$ cat src/rtl/systolic_pkg.sv
// Shared defaults and state encoding for the systolic array edge feeder.
package systolic_pkg;

    localparam int unsigned DEF_DATA_W = 16;
    localparam int unsigned DEF_ACC_W  = 40;

    typedef enum logic [1:0] {
        IDLE   = 2'd0,
        FEED   = 2'd1,
        DRAIN  = 2'd2,
        FINISH = 2'd3
    } feeder_state_t;

    // Larger of two unsigned sizes; used to find the deepest skew lane.
    function automatic int unsigned max_u(input int unsigned a, input int unsigned b);
        return (a > b) ? a : b;
    endfunction

endpackage

$ cat src/rtl/skew_delay_line.sv
// Fixed-depth data+valid delay line for one array edge lane.
// With FEEDER_ZERO_FILL_EN defined, invalid slots carry zero data.
module skew_delay_line #(
    parameter int unsigned DEPTH  = 1,
    parameter int unsigned DATA_W = 16
) (
    input  logic              clk,
    input  logic              rst_n,
    input  logic              valid_i,
    input  logic [DATA_W-1:0] data_i,
    output logic              valid_o,
    output logic [DATA_W-1:0] data_o
);

    logic [DEPTH-1:0]             vld_q, vld_d;
    logic [DEPTH-1:0][DATA_W-1:0] dat_q, dat_d;

    // Shift every slot one stage toward the output.
    always_comb begin
        vld_d    = '0;
        dat_d    = '0;
        vld_d[0] = valid_i;
`ifdef FEEDER_ZERO_FILL_EN
        dat_d[0] = valid_i ? data_i : '0;
`else
        dat_d[0] = data_i;
`endif
        for (int unsigned k = 1; k < DEPTH; k++) begin
            vld_d[k] = vld_q[k-1];
            dat_d[k] = dat_q[k-1];
        end
    end

    // Stage registers; reset clears data as well so edges read 0 in reset.
    always_ff @(posedge clk or negedge rst_n) begin
        if (!rst_n) begin
            vld_q <= '0;
            dat_q <= '0;
        end else begin
            vld_q <= vld_d;
            dat_q <= dat_d;
        end
    end

    assign valid_o = vld_q[DEPTH-1];
    assign data_o  = dat_q[DEPTH-1];

endmodule

$ cat src/rtl/systolic_skew_feeder.sv
// Skews A columns / B rows onto the left and top edges of a PEX x PEY
// systolic array: lane i is delayed by i+1 cycles after beat acceptance.
// Optional build macro: FEEDER_ZERO_FILL_EN (zero data on invalid lanes).
module systolic_skew_feeder
    import systolic_pkg::*;
#(
    parameter int unsigned DATA_W = DEF_DATA_W,
    parameter int unsigned PEX    = 2,
    parameter int unsigned PEY    = 2,
    parameter int unsigned KLEN_W = 16
) (
    input  logic                      clk,
    input  logic                      rst_n,
    input  logic                      start,
    input  logic [KLEN_W-1:0]         k_len,
    input  logic                      in_valid,
    output logic                      in_ready,
    input  logic [PEX-1:0][DATA_W-1:0] a_vec,
    input  logic [PEY-1:0][DATA_W-1:0] b_vec,
    output logic [PEX-1:0][DATA_W-1:0] a_edge,
    output logic [PEX-1:0]             a_edge_v,
    output logic [PEY-1:0][DATA_W-1:0] b_edge,
    output logic [PEY-1:0]             b_edge_v,
    output logic                      busy,
    output logic                      done
);

    localparam int unsigned DEPTH_MAX = max_u(PEX, PEY);
    localparam int unsigned DRAIN_D   = DEPTH_MAX - 1;
    localparam int unsigned DRAIN_W   = (DRAIN_D > 0) ? $clog2(DRAIN_D + 1) : 1;

    feeder_state_t       state_q, state_d;
    logic [KLEN_W-1:0]   klen_q, klen_d;
    logic [KLEN_W-1:0]   beat_cnt_q, beat_cnt_d;
    logic [DRAIN_W-1:0]  drain_cnt_q, drain_cnt_d;
    logic                in_ready_q, in_ready_d;
    logic                busy_q, busy_d;
    logic                done_q, done_d;
    logic                accept_c;

    assign accept_c = in_valid && in_ready_q;

    // Next-state logic; status outputs are decoded from the next state so
    // they line up with the registered state.
    always_comb begin
        state_d     = state_q;
        klen_d      = klen_q;
        beat_cnt_d  = beat_cnt_q;
        drain_cnt_d = drain_cnt_q;
        unique case (state_q)
            IDLE: begin
                if (start) begin
                    if (k_len != '0) begin
                        klen_d     = k_len;
                        beat_cnt_d = '0;
                        state_d    = FEED;
                    end else begin
                        state_d = FINISH;
                    end
                end
            end
            FEED: begin
                if (accept_c) begin
                    if (beat_cnt_q == klen_q - KLEN_W'(1)) begin
                        drain_cnt_d = '0;
                        state_d     = DRAIN;
                    end else begin
                        beat_cnt_d = beat_cnt_q + KLEN_W'(1);
                    end
                end
            end
            DRAIN: begin
                // Hold until the last beat has left the deepest lane.
                if (drain_cnt_q == DRAIN_W'(DRAIN_D)) begin
                    state_d = FINISH;
                end else begin
                    drain_cnt_d = drain_cnt_q + DRAIN_W'(1);
                end
            end
            FINISH: begin
                state_d = IDLE;
            end
            default: begin
                state_d = IDLE;
            end
        endcase
        in_ready_d = (state_d == FEED);
        busy_d     = (state_d != IDLE);
        done_d     = (state_d == FINISH);
    end

    // State, counters and registered status outputs.
    always_ff @(posedge clk or negedge rst_n) begin
        if (!rst_n) begin
            state_q     <= IDLE;
            klen_q      <= '0;
            beat_cnt_q  <= '0;
            drain_cnt_q <= '0;
            in_ready_q  <= 1'b0;
            busy_q      <= 1'b0;
            done_q      <= 1'b0;
        end else begin
            state_q     <= state_d;
            klen_q      <= klen_d;
            beat_cnt_q  <= beat_cnt_d;
            drain_cnt_q <= drain_cnt_d;
            in_ready_q  <= in_ready_d;
            busy_q      <= busy_d;
            done_q      <= done_d;
        end
    end

    assign in_ready = in_ready_q;
    assign busy     = busy_q;
    assign done     = done_q;

    // Left edge: row i is delayed i+1 cycles.
    for (genvar i = 0; i < PEX; i++) begin : g_a_lane
        skew_delay_line #(
            .DEPTH  (i + 1),
            .DATA_W (DATA_W)
        ) u_dl (
            .clk     (clk),
            .rst_n   (rst_n),
            .valid_i (accept_c),
            .data_i  (a_vec[i]),
            .valid_o (a_edge_v[i]),
            .data_o  (a_edge[i])
        );
    end

    // Top edge: column j is delayed j+1 cycles.
    for (genvar j = 0; j < PEY; j++) begin : g_b_lane
        skew_delay_line #(
            .DEPTH  (j + 1),
            .DATA_W (DATA_W)
        ) u_dl (
            .clk     (clk),
            .rst_n   (rst_n),
            .valid_i (accept_c),
            .data_i  (b_vec[j]),
            .valid_o (b_edge_v[j]),
            .data_o  (b_edge[j])
        );
    end

endmodule

$ cat config.mk
export PLATFORM = sky130hd
export DESIGN_NAME = systolic_skew_feeder
export DESIGN_NICKNAME = d
export VERILOG_FILES = /design/src/rtl/systolic_pkg.sv /design/src/rtl/skew_delay_line.sv /design/src/rtl/systolic_skew_feeder.sv
export SDC_FILE = /design/constraint.sdc
export NUM_CORES = 1
export LEC_CHECK = 0
export BUFFER_PORTS_ARGS = -buffer_cell sky130_fd_sc_hd__buf_2
export CELL_PAD_IN_SITES_DETAIL_PLACEMENT = 1
export CELL_PAD_IN_SITES_GLOBAL_PLACEMENT = 1
export CORE_MARGIN = 2
export CORE_UTILIZATION = 42
export CTS_CLUSTER_SIZE = 20
export DETAILED_ROUTE_END_ITERATION = 10
export GPL_TIMING_DRIVEN = 0
export PLACE_DENSITY = 0.84
export SKIP_LAST_GASP = 1
export SLEW_MARGIN = 40
export SYNTH_ARGS = -nofsm -noshare
export SYNTH_HDL_FRONTEND = slang
export SYNTH_SLANG_ARGS = --single-unit
$ cat constraint.sdc
create_clock -name clk -period 7 [get_ports clk]
set_clock_uncertainty 0.1 [all_clocks]
set_input_delay 0.7 -clock clk [delete_from_list [all_inputs] [get_ports clk]]
set_output_delay 0.7 -clock clk [all_outputs]
set_load 0.05 [all_outputs]
==> key figures, run 1 <==
Synth
  • Dominant synthesized flop cell: dfrtp_1
  • Mean Syn Cell Area: 12.9 µm²
  • Netlist cell types: 53
  • Syn Inst Count: about 380
  • Share of synthesized registers carrying an async set or reset: 100%
  • Syn. warnings: 0
  • Seq/Total Area, Yosys: 69.5%
  • Number of enable-type register cells in the synthesized netlist: 0
  • Syn Nets: 467
  • Cell area after synthesis: 4900 µm²
  • Seq cells post-synth: 136

Critical path
  • Data arrival at the endpoint of the critical path: 3.44 ns
  • Library cell contributing the largest single delay on the critical path: nor3b_2
  • Critical path start-end classification: flip-flop to flip-flop
  • Ordered cell list for the critical path: inv_1, ha_1, nor3b_2, nand3_1, xnor2_1, o2111ai_1, o31ai_2, buf_6, or2b_1, o21ai_0
  • Data required time at the worst endpoint: 7.19 ns
  • Maximum net fanout on the critical path: 10
  • Worst reg2reg setup slack: 3.75 ns
  • Critical Path End Type: flip-flop
  • Highest cell delay on the worst timing path: approximately 0.56 ns
  • Startpoint type of the worst setup path: flip-flop

Finish
  • Number of nets in the layout: 641
  • Filler cell count in the final layout: 1,220
  • Final standard cell area without fillers: around 6500 µm²
  • Post-layout util: 57.1%
  • Number of diodes added for antenna fixing: 0
  • Layout-stage area growth over the synthesis result: 33.2%
  • Final cell count without fillers: 711
  • Highest-count cells in the layout ignoring fill and taps: 154 x buf_2, 136 x dfrtp_1, 60 x nand2_1
  • Layout cells sized above 1: 37.7%
  • Footprint of the multi-input gates: 1370 µm²
  • Most common cell after layout, fill and taps aside: buf_2
  • Area taken by flip-flops and latches: 3400 µm²

Place
  • Post-place instance area: 5890 µm²
  • Total half-perimeter wirelength after legalization and detailed placement: roughly 11,000 µm
  • Placer Congestion: 0.846
  • Cell Count Post-Placement: 679
  • Number of buffers added on ports: 154
  • Worst slack at placement: 3.81 ns

Detailed routing
  • Wire length reported by the detailed router: 15,500 µm
  • Number of optimization iterations in the first detailed-route pass: 4
  • Initial DRC count: between 200 and 250
  • Via total after detailed routing: 3,796
  • Antenna Nets Post-Route: 0
  • Average detailed-routed wire length per instance: approximately 22 µm
  • DRC violation count after routing: 0
  • Ratio of routed vias to standard cells: 5.34

CTS
  • TritonCTS Sinks: between 100 and 150
  • TritonCTS clock tree: built
  • Clock tree buffer depth: 2
  • Root Driver: clkbuf_16
  • Post-cts gate resize count: 0
  • Clock latency on the worst-skew pair: 0.42 ns
  • Total clock buffers created by CTS: 17
  • Total of hold buffers inserted after clock tree synthesis: 0
  • Worst-path clk slew: 0.06 ns
  • H-tree depth reported by CTS: 4
  • Post-CTS setup repair buffer count: 0

Floorplan
  • Vert. Die Dim: ~110 µm
  • Core region area: around 11,000 µm²
  • Overall die width: 112 µm
  • Die Area: 12,500 µm²
  • Core Rows: 39
  • Boundary pin count: 155
  • Initial cell density of the core: 42.9%

Timing
  • Final setup slack of the worst path: 3.75 ns
  • Final Hold Fails: 0
  • RSZ-0062 raised after global routing: no
  • Worst-case headroom to the max-slew limit: 55.5%
  • Setup tns final: 0 ns
  • Shortest clock period the worst path allows after layout: 3.25 ns
  • Pins over their slew limit: 0
  • Top achievable clock speed: just over 0.3 GHz
  • Part of the cycle the worst path needs: 46.4%
  • Worst Max-Slew Pin Slew: 0.668 ns
  • Number of endpoints failing setup at the final stage: 0

GRT
  • Initial antenna violation count: 0
  • Overall global routing resource usage: 26.0%
  • First-pass GRT wire length: 24,200 µm
  • Largest net degree at the start of global routing: a little over 80
  • Via count of the first global-routing pass: 4,282
  • Grt total ovfl: 0

Worst hold path
  • Min-delay worst type: input port to async pin

Power and ir drop
  • Largest vdd supply drop: 296 µV
  • Cell Pwr Density: roughly 390 nW/µm²
  • Leak: 3.14 nW

Status
  • Result of the run: complete, no violations

Flow run
  • Number of maximum-capacitance violations: 0
## cells by family (layout without fill, tap and decap cells)
kind of cell | after synthesis | in the layout | share of synthesized area [%]
mux | 6 | 6 | 1.25
fa+ha+maj | 2 | 2 | 0.511
simple gates | 138 | 138 | 13.9
xor+xnor | 21 | 21 | 3.75
compound gates | 52 | 52 | 8.30
flops | 136 | 136 | 69.5
buf+inv | 26 | 213 | 2.78
## power breakdown
part | internal (mW) | leakage (nW) | switching, mW
Clock | 0.603 | 0.306 | 0.345
Sequential | 0.876 | 1.62 | 0.0952
Combinational | 0.211 | 1.21 | 0.393
## Yosys cell counts, drive strengths merged (6+ instances only)
master	number	area (µm²)
a21oi	14	88.8
buf	8	68.8
clkbuf	10	37.5
dfrtp	136	3400
inv	8	30.0
nand2	60	225
nand3	9	45.0
nand4	7	50.1
nor2	19	71.3
nor3	6	35.0
nor4	9	56.3
o21ai	14	73.8
or3	9	61.3
xnor2	10	87.6
xor2	11	96.3
## flip-flops by register name, summed over array words and instances, names as in the netlist
name and cells:
g_a_lane.u_dl.data_o 32, g_b_lane.u_dl.dat_d 16, in_ready 1, g_a_lane.u_dl.dat_d 16
klen_q 16, g_a_lane.u_dl.vld_q 1, state_q 2, drain_cnt_q 1
g_b_lane.u_dl.data_o 32, busy 1, g_b_lane.u_dl.vld_q 1, beat_cnt_q 16
done 1
## final timing paths
path,startpoint,to,depth (start not counted)
max in group asynchronous,rst_n,g_b_lane[1].u_dl.dat_d[29]$_DFF_PN0_,2
worst min-delay path,rst_n,g_a_lane[0].u_dl.data_o[13]$_DFF_PN0_,1
min in group clk,g_a_lane[1].u_dl.dat_d[25]$_DFF_PN0_,g_a_lane[1].u_dl.data_o[9]$_DFF_PN0_,0
worst max-delay path,klen_q[1]$_DFFE_PN0P_,beat_cnt_q[13]$_DFFE_PN0P_,10
worst max register to register,klen_q[1]$_DFFE_PN0P_,beat_cnt_q[13]$_DFFE_PN0P_,10
worst min register to register,g_a_lane[1].u_dl.dat_d[25]$_DFF_PN0_,g_a_lane[1].u_dl.data_o[9]$_DFF_PN0_,0
## routing by layer
| layer | global-route usage (%) | wire length [µm] | part of all wire [%] |
|---|---|---|---|
| met1 | 27.8 | 5560 | 36 |
| met2 | 49.0 | 8820 | 57 |
| met3 | 6.70 | 644 | 4.2 |
| met4 | 9.67 | 452 | 2.9 |
| met5 | 0 | 0 | 0 |
## critical path: cells and delay by family, from the launching register on
family	cells	cell delay, ns
AOI/OAI and AO/OA	3	0.88
and+or+nand+nor	3	0.86
DFF	1	0.44
buffers and inverters	2	0.34
adders and majority gates	1	0.27
xor gates and xnor gates	1	0.23
## layout make-up
class	instances	share of cell area, %
well taps	143	2.74
clock inverters	8	2.05
multi-input cells	219	21.0
clock buffers	24	7.54
flip-flops and latches	136	52.2
inverters	8	0.460
plain buffers	18	1.63
repair buffers	155	12.4
## per-stage QoR
| step | total power, mW | hold WS [ns] |
|---|---|---|
| 2_1_floorplan | 1.37 | 0.231 |
| 3_3_place_gp | 1.51 | 0.231 |
| 3_5_place_dp | 1.56 | 0.237 |
| 4_1_cts | 2.53 | 0.0981 |
| 5_1_grt | 2.63 | 0.102 |
| 6_report | 2.52 | 0.0961 |
No activity file was read; power rests on OpenSTA's default activity.
==> inputs of run 2 (changes only) <==
--- a/config.mk
+++ b/config.mk
@@ -9,11 +9,11 @@
 export CELL_PAD_IN_SITES_DETAIL_PLACEMENT = 1
 export CELL_PAD_IN_SITES_GLOBAL_PLACEMENT = 1
 export CORE_MARGIN = 2
-export CORE_UTILIZATION = 42
+export CORE_UTILIZATION = 39
 export CTS_CLUSTER_SIZE = 20
 export DETAILED_ROUTE_END_ITERATION = 10
 export GPL_TIMING_DRIVEN = 0
-export PLACE_DENSITY = 0.84
+export PLACE_DENSITY = 0.79
 export SKIP_LAST_GASP = 1
 export SLEW_MARGIN = 40
 export SYNTH_ARGS = -nofsm -noshare
==> constraint.sdc (replaced) <==
create_clock -name clk -period 3.25 [get_ports clk]
set_clock_uncertainty 0.1 [all_clocks]
set_input_delay 0.325 -clock clk [delete_from_list [all_inputs] [get_ports clk]]
set_output_delay 0.325 -clock clk [all_outputs]
set_load 0.05 [all_outputs]
==> key figures, run 2 (synthesized netlist as in run 1, its figures left out) <==
Power and ir drop
  • Leak: between 3 and 4 nW
  • Clk pwr share: 37.0%
  • Power share of the combinational group: 25.2%
  • Cell Pwr Density: 765 nW/µm²
  • Sw Share: between 30% and 40%
  • Switch Pwr: 1.87 mW
  • Largest vdd supply drop: 476 µV
  • Part of the total power dissipated in sequential elements: 37.9%
  • Internal power: 3.64 mW

Critical path
  • Highest cell delay on the worst timing path: 0.57 ns
  • Ordered cell list for the critical path: buf_6, or4_4, or3_4, a2111oi_4, o2111ai_2, or3_1, o21bai_1, o21ai_1
  • Data arrival at the endpoint of the critical path: 3.31 ns
  • Maximum net fanout on the critical path: 9
  • Kind of cell with the highest combined delay on the critical path: simple AND/OR/NAND/NOR gates
  • Critical path start-end classification: flip-flop to flip-flop
  • Worst reg2reg path depth: 8
  • Worst reg2reg setup slack: 0.13 ns
  • R2r endpoint: state_q[0]$_DFF_PN0_
  • Startpoint type of the worst setup path: flip-flop
  • Crit path depth: 8
  • Data required time at the worst endpoint: about 3.4 ns
  • Critical Path End Type: flip-flop
  • Library cell contributing the largest single delay on the critical path: or4_4
  • Count of buffering cells on the critical path with inverters included: 1
  • Source of the worst register-to-register timing path: klen_q[4]$_DFFE_PN0P_

CTS
  • TritonCTS Sinks: ~140
  • Worst-path clk slew: 0.07 ns
  • H-tree depth reported by CTS: 4
  • Root Driver: clkbuf_16
  • Clock tree buffer depth: 2
  • Clock latency on the worst-skew pair: 0.43 ns
  • TritonCTS clock tree: built
  • Total clock buffers created by CTS: 17

Timing
  • Final Hold Fails: 0
  • Top achievable clock speed: 0.320 GHz
  • RSZ-0062 raised after global routing: no
  • Worst Max-Slew Pin Slew: between 0.6 and 0.7 ns
  • Part of the cycle the worst path needs: 96.1%
  • Setup tns final: 0 ns
  • Hold slack: 0.0138 ns
  • Final setup slack of the worst path: 0.126 ns
  • Number of endpoints failing setup at the final stage: 0
  • Shortest clock period the worst path allows after layout: roughly 3.1 ns
  • Pins over their slew limit: 0
  • Worst-case headroom to the max-slew limit: between 50% and 60%

Finish
  • Layout cells sized above 1: 34.3%
  • Post-layout util: 59.5%
  • Filler cell count in the final layout: about 1,300
  • Number of nets in the layout: 706
  • Layout-stage area growth over the synthesis result: 47.2%
  • Final standard cell area without fillers: ~7200 µm²
  • Number of diodes added for antenna fixing: 0
  • Area taken by flip-flops and latches: around 3400 µm²
  • Footprint of the multi-input gates: 1390 µm²
  • Most common cell after layout, fill and taps aside: buf_2
  • Highest-count cells in the layout ignoring fill and taps: 154 x buf_2, 136 x dfrtp_1, 65 x dlygate4sd3_1

Status
  • Result of the run: complete, no violations

Floorplan
  • Vert. Die Dim: 116 µm
  • Overall die width: 116 µm
  • Core Rows: 40
  • Boundary pin count: about 160
  • Die Area: approximately 13,000 µm²
  • Initial cell density of the core: 40.4%
  • Core region area: ~12,000 µm²

Detailed routing
  • Number of optimization iterations in the first detailed-route pass: 4
  • Wire length reported by the detailed router: 16,200 µm
  • Ratio of routed vias to standard cells: roughly 5
  • Antenna Nets Post-Route: 0
  • Average detailed-routed wire length per instance: ~20 µm
  • Via total after detailed routing: between 3,000 and 4,000
  • DRC violation count after routing: 0
  • Initial DRC count: 210

Place
  • Total half-perimeter wirelength after legalization and detailed placement: 9180 µm
  • Worst slack at placement: 0.132 ns
  • Number of buffers added on ports: between 150 and 200
  • Post-place instance area: 5920 µm²
  • Placer Congestion: 0.799

GRT
  • GR Layer Usage met2: 49.5%
  • Overall global routing resource usage: 25.9%
  • Via count of the first global-routing pass: ~4,600
  • Grt total ovfl: 0
  • Met3 track utilization from global routing: 5.65%
  • Global-route met1 utilization: 25.9%
  • First-pass GRT wire length: approximately 25,000 µm
  • Global routing's busiest layer: met2
  • Largest net degree at the start of global routing: 76
  • Initial antenna violation count: 0

Worst hold path
  • Destination of the worst hold path: klen_q[13]$_DFFE_PN0P_
  • Min-delay worst type: input port to flip-flop
  • Hold Path Depth: 3
  • Startpoint of the most critical hold path: k_len[13]

Flow run
  • Number of maximum-capacitance violations: 0
[run 2: cell count changes in the layout (fill, tap and decap cells not counted), sizes merged]
| cell | before | now |
|---|---|---|
| dlygate4sd3 | 0 | 65 |
| inv | 11 | 12 |
| clkinvlp | 0 | 3 |
| clkbuf | 34 | 29 |
| clkinv | 2 | 3 |
[run 2: layer usage]
metal / routed length [µm] / part of all wire, % / up-vias
li1: - / - / 1796
met1: 5520 / 34 / 2020
met3: 653 / 4.0 / 39
met2: 9300 / 57 / 118
met5: 0 / 0 / -
met4: 712 / 4.4 / 0
[run 2: final cells by class]
cell class	count	area share (%)
Sequential cell	136	47.2
Tap cell	168	2.92
Inverter	8	0.417
Multi-Input combinational cell	219	19.3
Timing Repair Buffer	220	20.2
Buffer	18	1.48
Clock buffer	19	6.14
Clock inverter	13	2.34
[run 2: worst max path at each step]
stage	startpoint	end	slack (ns)
finish	klen_q[4]$_DFFE_PN0P_	state_q[0]$_DFF_PN0_	0.13
global route	klen_q[0]$_DFFE_PN0P_	beat_cnt_q[13]$_DFFE_PN0P_	0.03
CTS	klen_q[0]$_DFFE_PN0P_	beat_cnt_q[13]$_DFFE_PN0P_	0.1
detailed placement	klen_q[4]$_DFFE_PN0P_	beat_cnt_q[13]$_DFFE_PN0P_	0.13
global placement	klen_q[0]$_DFFE_PN0P_	beat_cnt_q[13]$_DFFE_PN0P_	-0.12
floorplan	klen_q[4]$_DFFE_PN0P_	beat_cnt_q[14]$_DFFE_PN0P_	0.37
[run 2: worst reg2reg max path, delay by kind of cell, from the launching register on]
kind | cells | cell delay (ns)
and+or+nand+nor | 3 | 1.43
AOI/OAI and AO/OA | 4 | 0.96
buffers and inverters | 1 | 0.15
DFF | 1 | 0.37
[run 2: timing repair]
action	CTS	global route
buffers inserted	0	0
gates resized for setup	0	3
hold buffers	65	0
endpoints found under the hold margin	125	0
setup endpoints to repair	0	9
[run 2: through the flow]
step / std cells / total power, mW
after global routing: 801 / 5.73
after detailed placement: 704 / 3.33
after floorplan: 381 / 2.96
after global placement: 703 / 3.26
after CTS: 801 / 5.42
final: 801 / 5.52
[run 2: power groups by stage]
| stage | clock, mW | sequential [mW] | combinational [mW] |
|---|---|---|---|
| detailed placement | 0 | 2.09 | 1.24 |
| CTS | 2.02 | 2.07 | 1.33 |
| finish | 2.04 | 2.09 | 1.39 |
| global route | 2.12 | 2.11 | 1.50 |
| floorplan | 0 | 2.20 | 0.754 |
| global placement | 0 | 2.08 | 1.17 |
==> inputs of run 3 (changes only) <==
--- a/config.mk
+++ b/config.mk
@@ -9,13 +9,14 @@
 export CELL_PAD_IN_SITES_DETAIL_PLACEMENT = 1
 export CELL_PAD_IN_SITES_GLOBAL_PLACEMENT = 1
 export CORE_MARGIN = 2
-export CORE_UTILIZATION = 39
+export CORE_UTILIZATION = 40
 export CTS_CLUSTER_SIZE = 20
 export DETAILED_ROUTE_END_ITERATION = 10
 export GPL_TIMING_DRIVEN = 0
-export PLACE_DENSITY = 0.79
+export PLACE_DENSITY = 0.8
 export SKIP_LAST_GASP = 1
 export SLEW_MARGIN = 40
 export SYNTH_ARGS = -nofsm -noshare
 export SYNTH_HDL_FRONTEND = slang
+export SYNTH_HIERARCHICAL = 1
 export SYNTH_SLANG_ARGS = --single-unit
==> key figures, run 3 <==
Power and ir drop
  • Cell Pwr Density: approximately 580 nW/µm²
  • Total Power Consumption: 4.30 mW
  • Leak: around 3.5 nW
  • Largest vdd supply drop: 335 µV

Finish
  • Layout-stage area growth over the synthesis result: 48.1%
  • Most common cell after layout, fill and taps aside: buf_2
  • Post-layout util: approximately three fifths
  • Number of diodes added for antenna fixing: 0
  • Highest-count cells in the layout ignoring fill and taps: 153 x buf_2, 137 x dfrtp_1, 67 x dlygate4sd3_1
  • Number of nets in the layout: 728
  • Layout cells sized above 1: between 30 and 40%
  • Final standard cell area without fillers: 7460 µm²

Critical path
  • Data arrival at the endpoint of the critical path: around 3.3 ns
  • Kind of cell with the highest combined delay on the critical path: simple AND/OR/NAND/NOR gates
  • Count of buffering cells on the critical path with inverters included: 2
  • Crit path depth: 9
  • Highest cell delay on the worst timing path: 0.51 ns
  • Most prevalent standard cell on the critical path: or3_1
  • Critical Path End Type: flip-flop
  • Library cell contributing the largest single delay on the critical path: or4_4
  • Critical path start-end classification: flip-flop to flip-flop
  • Startpoint type of the worst setup path: flip-flop
  • Ordered cell list for the critical path: or3_1, buf_4, or4_4, a221oi_4, o2111ai_2, nor4_4, clkbuf_2, or3_1, a21oi_2
  • Data required time at the worst endpoint: 3.42 ns
  • Maximum net fanout on the critical path: 10
  • Worst reg2reg path depth: 9

Synth
  • Syn Nets: 479
  • Most repeated cell in the gate-level netlist after synthesis: dfrtp_1
  • Syn Inst Count: a little under 400
  • Cell area after synthesis: between 5000 and 6000 µm²
  • Syn. warnings: 6
  • Seq/Total Area, Yosys: roughly 70%
  • Dominant synthesized flop cell: dfrtp_1
  • Number of enable-type register cells in the synthesized netlist: 0
  • Area leader, netlist: dfrtp_1
  • Top area cells in the synthesized netlist: dfrtp_1 70%, nand2_1 4.3%, xnor2_1 2.4%
  • Seq cells post-synth: 140
  • Area share of the largest cell type after synthesis: 69.6%
  • Share of synthesized registers carrying an async set or reset: between 90% and 100%
  • Netlist cell types: 51
  • Mean Syn Cell Area: 12.8 µm²
  • List of most frequent post-synthesis cells: 140 x dfrtp_1, 58 x nand2_1, 14 x xnor2_1

Place
  • Post-place instance area: a little over 6000 µm²
  • Worst slack at placement: -0.221 ns
  • Placer Congestion: 0.827
  • Number of buffers added on ports: 154
  • Total half-perimeter wirelength after legalization and detailed placement: 9400 µm

Floorplan
  • Core region area: 12,200 µm²
  • Die Area: 13,500 µm²
  • Initial cell density of the core: 41.4%
  • Core Rows: 40
  • Overall die width: 116 µm
  • Vert. Die Dim: 116 µm
  • Boundary pin count: 155

Detailed routing
  • Met2 layer wire length in the routed design: 8890 µm
  • Routed metal-1 wirelength: a little under 6000 µm
  • Antenna Nets Post-Route: 0
  • Average detailed-routed wire length per instance: 19.4 µm
  • Total length of routed met3 wires: 697 µm
  • DRC violation count after routing: 0
  • Number of optimization iterations in the first detailed-route pass: 4
  • Ratio of routed vias to standard cells: approximately 5
  • Via total after detailed routing: approximately 4,200
  • Initial DRC count: ~230
  • Uppermost layer routed: met4
  • Wire length reported by the detailed router: 15,900 µm

Timing
  • Final Hold Fails: 0
  • Number of endpoints failing setup at the final stage: 0
  • RSZ-0062 raised after global routing: yes
  • Part of the cycle the worst path needs: between 90% and 100%
  • Shortest clock period the worst path allows after layout: 3.14 ns
  • Worst Max-Slew Pin Slew: around 0.83 ns
  • Final setup slack of the worst path: 0.111 ns
  • Worst-case headroom to the max-slew limit: 44.5%
  • Top achievable clock speed: 0.319 GHz
  • Pins over their slew limit: 0

CTS
  • H-tree depth reported by CTS: 4
  • Root Driver: clkbuf_16
  • Clock latency on the worst-skew pair: 0.42 ns
  • Worst-path clk slew: 0.06 ns
  • Total clock buffers created by CTS: 17
  • Clock tree buffer depth: 2
  • TritonCTS Sinks: 140
  • TritonCTS clock tree: built

GRT
  • Initial antenna violation count: 0
  • Via count of the first global-routing pass: 4,626
  • First-pass GRT wire length: roughly 25,000 µm
  • Grt total ovfl: 0
  • Largest net degree at the start of global routing: 58
  • Overall global routing resource usage: 24.7%

Worst hold path
  • Min-delay worst type: input port to flip-flop
  • Hold Path Depth: 3

Status
  • Result of the run: complete, no violations

Flow run
  • Number of maximum-capacitance violations: 0
[run 3: cell types whose count changed in the layout (fill, tap and decap cells not counted), moves of 3 or more]
cell / delta
xnor2_1: +4
clkbuf_1: +3
xor2_1: -6
o211ai_1: +3
dfrtp_2: +3
buf_4: +5
o21ai_1: -6
o21ai_2: +4
or4_1: +4
buf_6: -3
or3_1: +4
nor2_1: -6
[run 3: kinds of logic after synthesis]
kind of cell / share of synthesized area, %
fa+ha+maj: 0.497
buf+inv: 2.21
simple gates: 15.1
flops: 69.6
compound gates: 8.28
xor+xnor: 3.31
mux: 0.994
[run 3: worst register-to-register path, delay by kind of cell, from the launching register on]
family / cells / cell delay [ns]
AND/OR/NAND/NOR: 4 / 1.45
buffers and inverters: 2 / 0.47
AO/OA/AOI/OAI: 3 / 0.52
flip-flops: 1 / 0.44
[run 3: layer usage]
layer | GRT usage (%) | vias to the layer above
met5 | 0 | -
met4 | 11.6 | 0
met3 | 5.50 | 34
met2 | 46.2 | 119
met1 | 26.5 | 2153
li1 | - | 1868
[run 3: per-stage QoR]
stage / std cells / hold WS, ns / setup TNS, ns
after floorplan: 393 / -0.0706 / 0
after global placement: 715 / 0.231 / -2.01
after detailed placement: 717 / 0.117 / -2.50
after CTS: 815 / 0.00536 / 0
after global routing: 823 / 0.0190 / -0.114
final: 823 / 0.0174 / 0
[run 3: final timing paths]
kind | slack (ns) | start | end
min | 0.02 | k_len[12] | klen_q[12]$_DFFE_PN0P_
max | 0.11 | klen_q[2]$_DFFE_PN0P_ | beat_cnt_q[9]$_DFFE_PN0P_
min reg2reg | 0.25 | g_b_lane[1].u_dl/dat_d[19]$_DFF_PN0_ | g_b_lane[1].u_dl/data_o[3]$_DFF_PN0_
min in group asynchronous | 0.28 | rst_n | drain_cnt_q$_DFFE_PN0P_
max in group asynchronous | 1.87 | rst_n | g_a_lane[1].u_dl/dat_d[31]$_DFF_PN0_
max reg2reg | 0.11 | klen_q[2]$_DFFE_PN0P_ | beat_cnt_q[9]$_DFFE_PN0P_
[run 3: layout make-up]
type                    instances  area [µm²]
clock buffers                  23         478
well taps                     168         210
clock inverters                 9        86.3
multi-input cells             228        1490
flip-flops and latches        140        3510
fillers                      1269        4700
repair buffers                231        1570
inverters                       7        26.3
plain buffers                  17        87.6
[run 3: report_power, final]
| part | switching [mW] | leakage (nW) | internal [mW] |
|---|---|---|---|
| Clock | 0.740 | 0.274 | 1.11 |
| Combinational | 0.334 | 1.53 | 0.205 |
| Sequential | 0.0723 | 1.67 | 1.84 |
| Total | 1.15 | 3.47 | 3.16 |
[run 3: repair_timing]
item,CTS,global route
setup endpoints to repair,20,17
hold endpoints to repair,103,0
gates cloned,0,1
resized for setup,3,15
hold buffers,67,0
buffers inserted,0,7
pin swaps,0,4
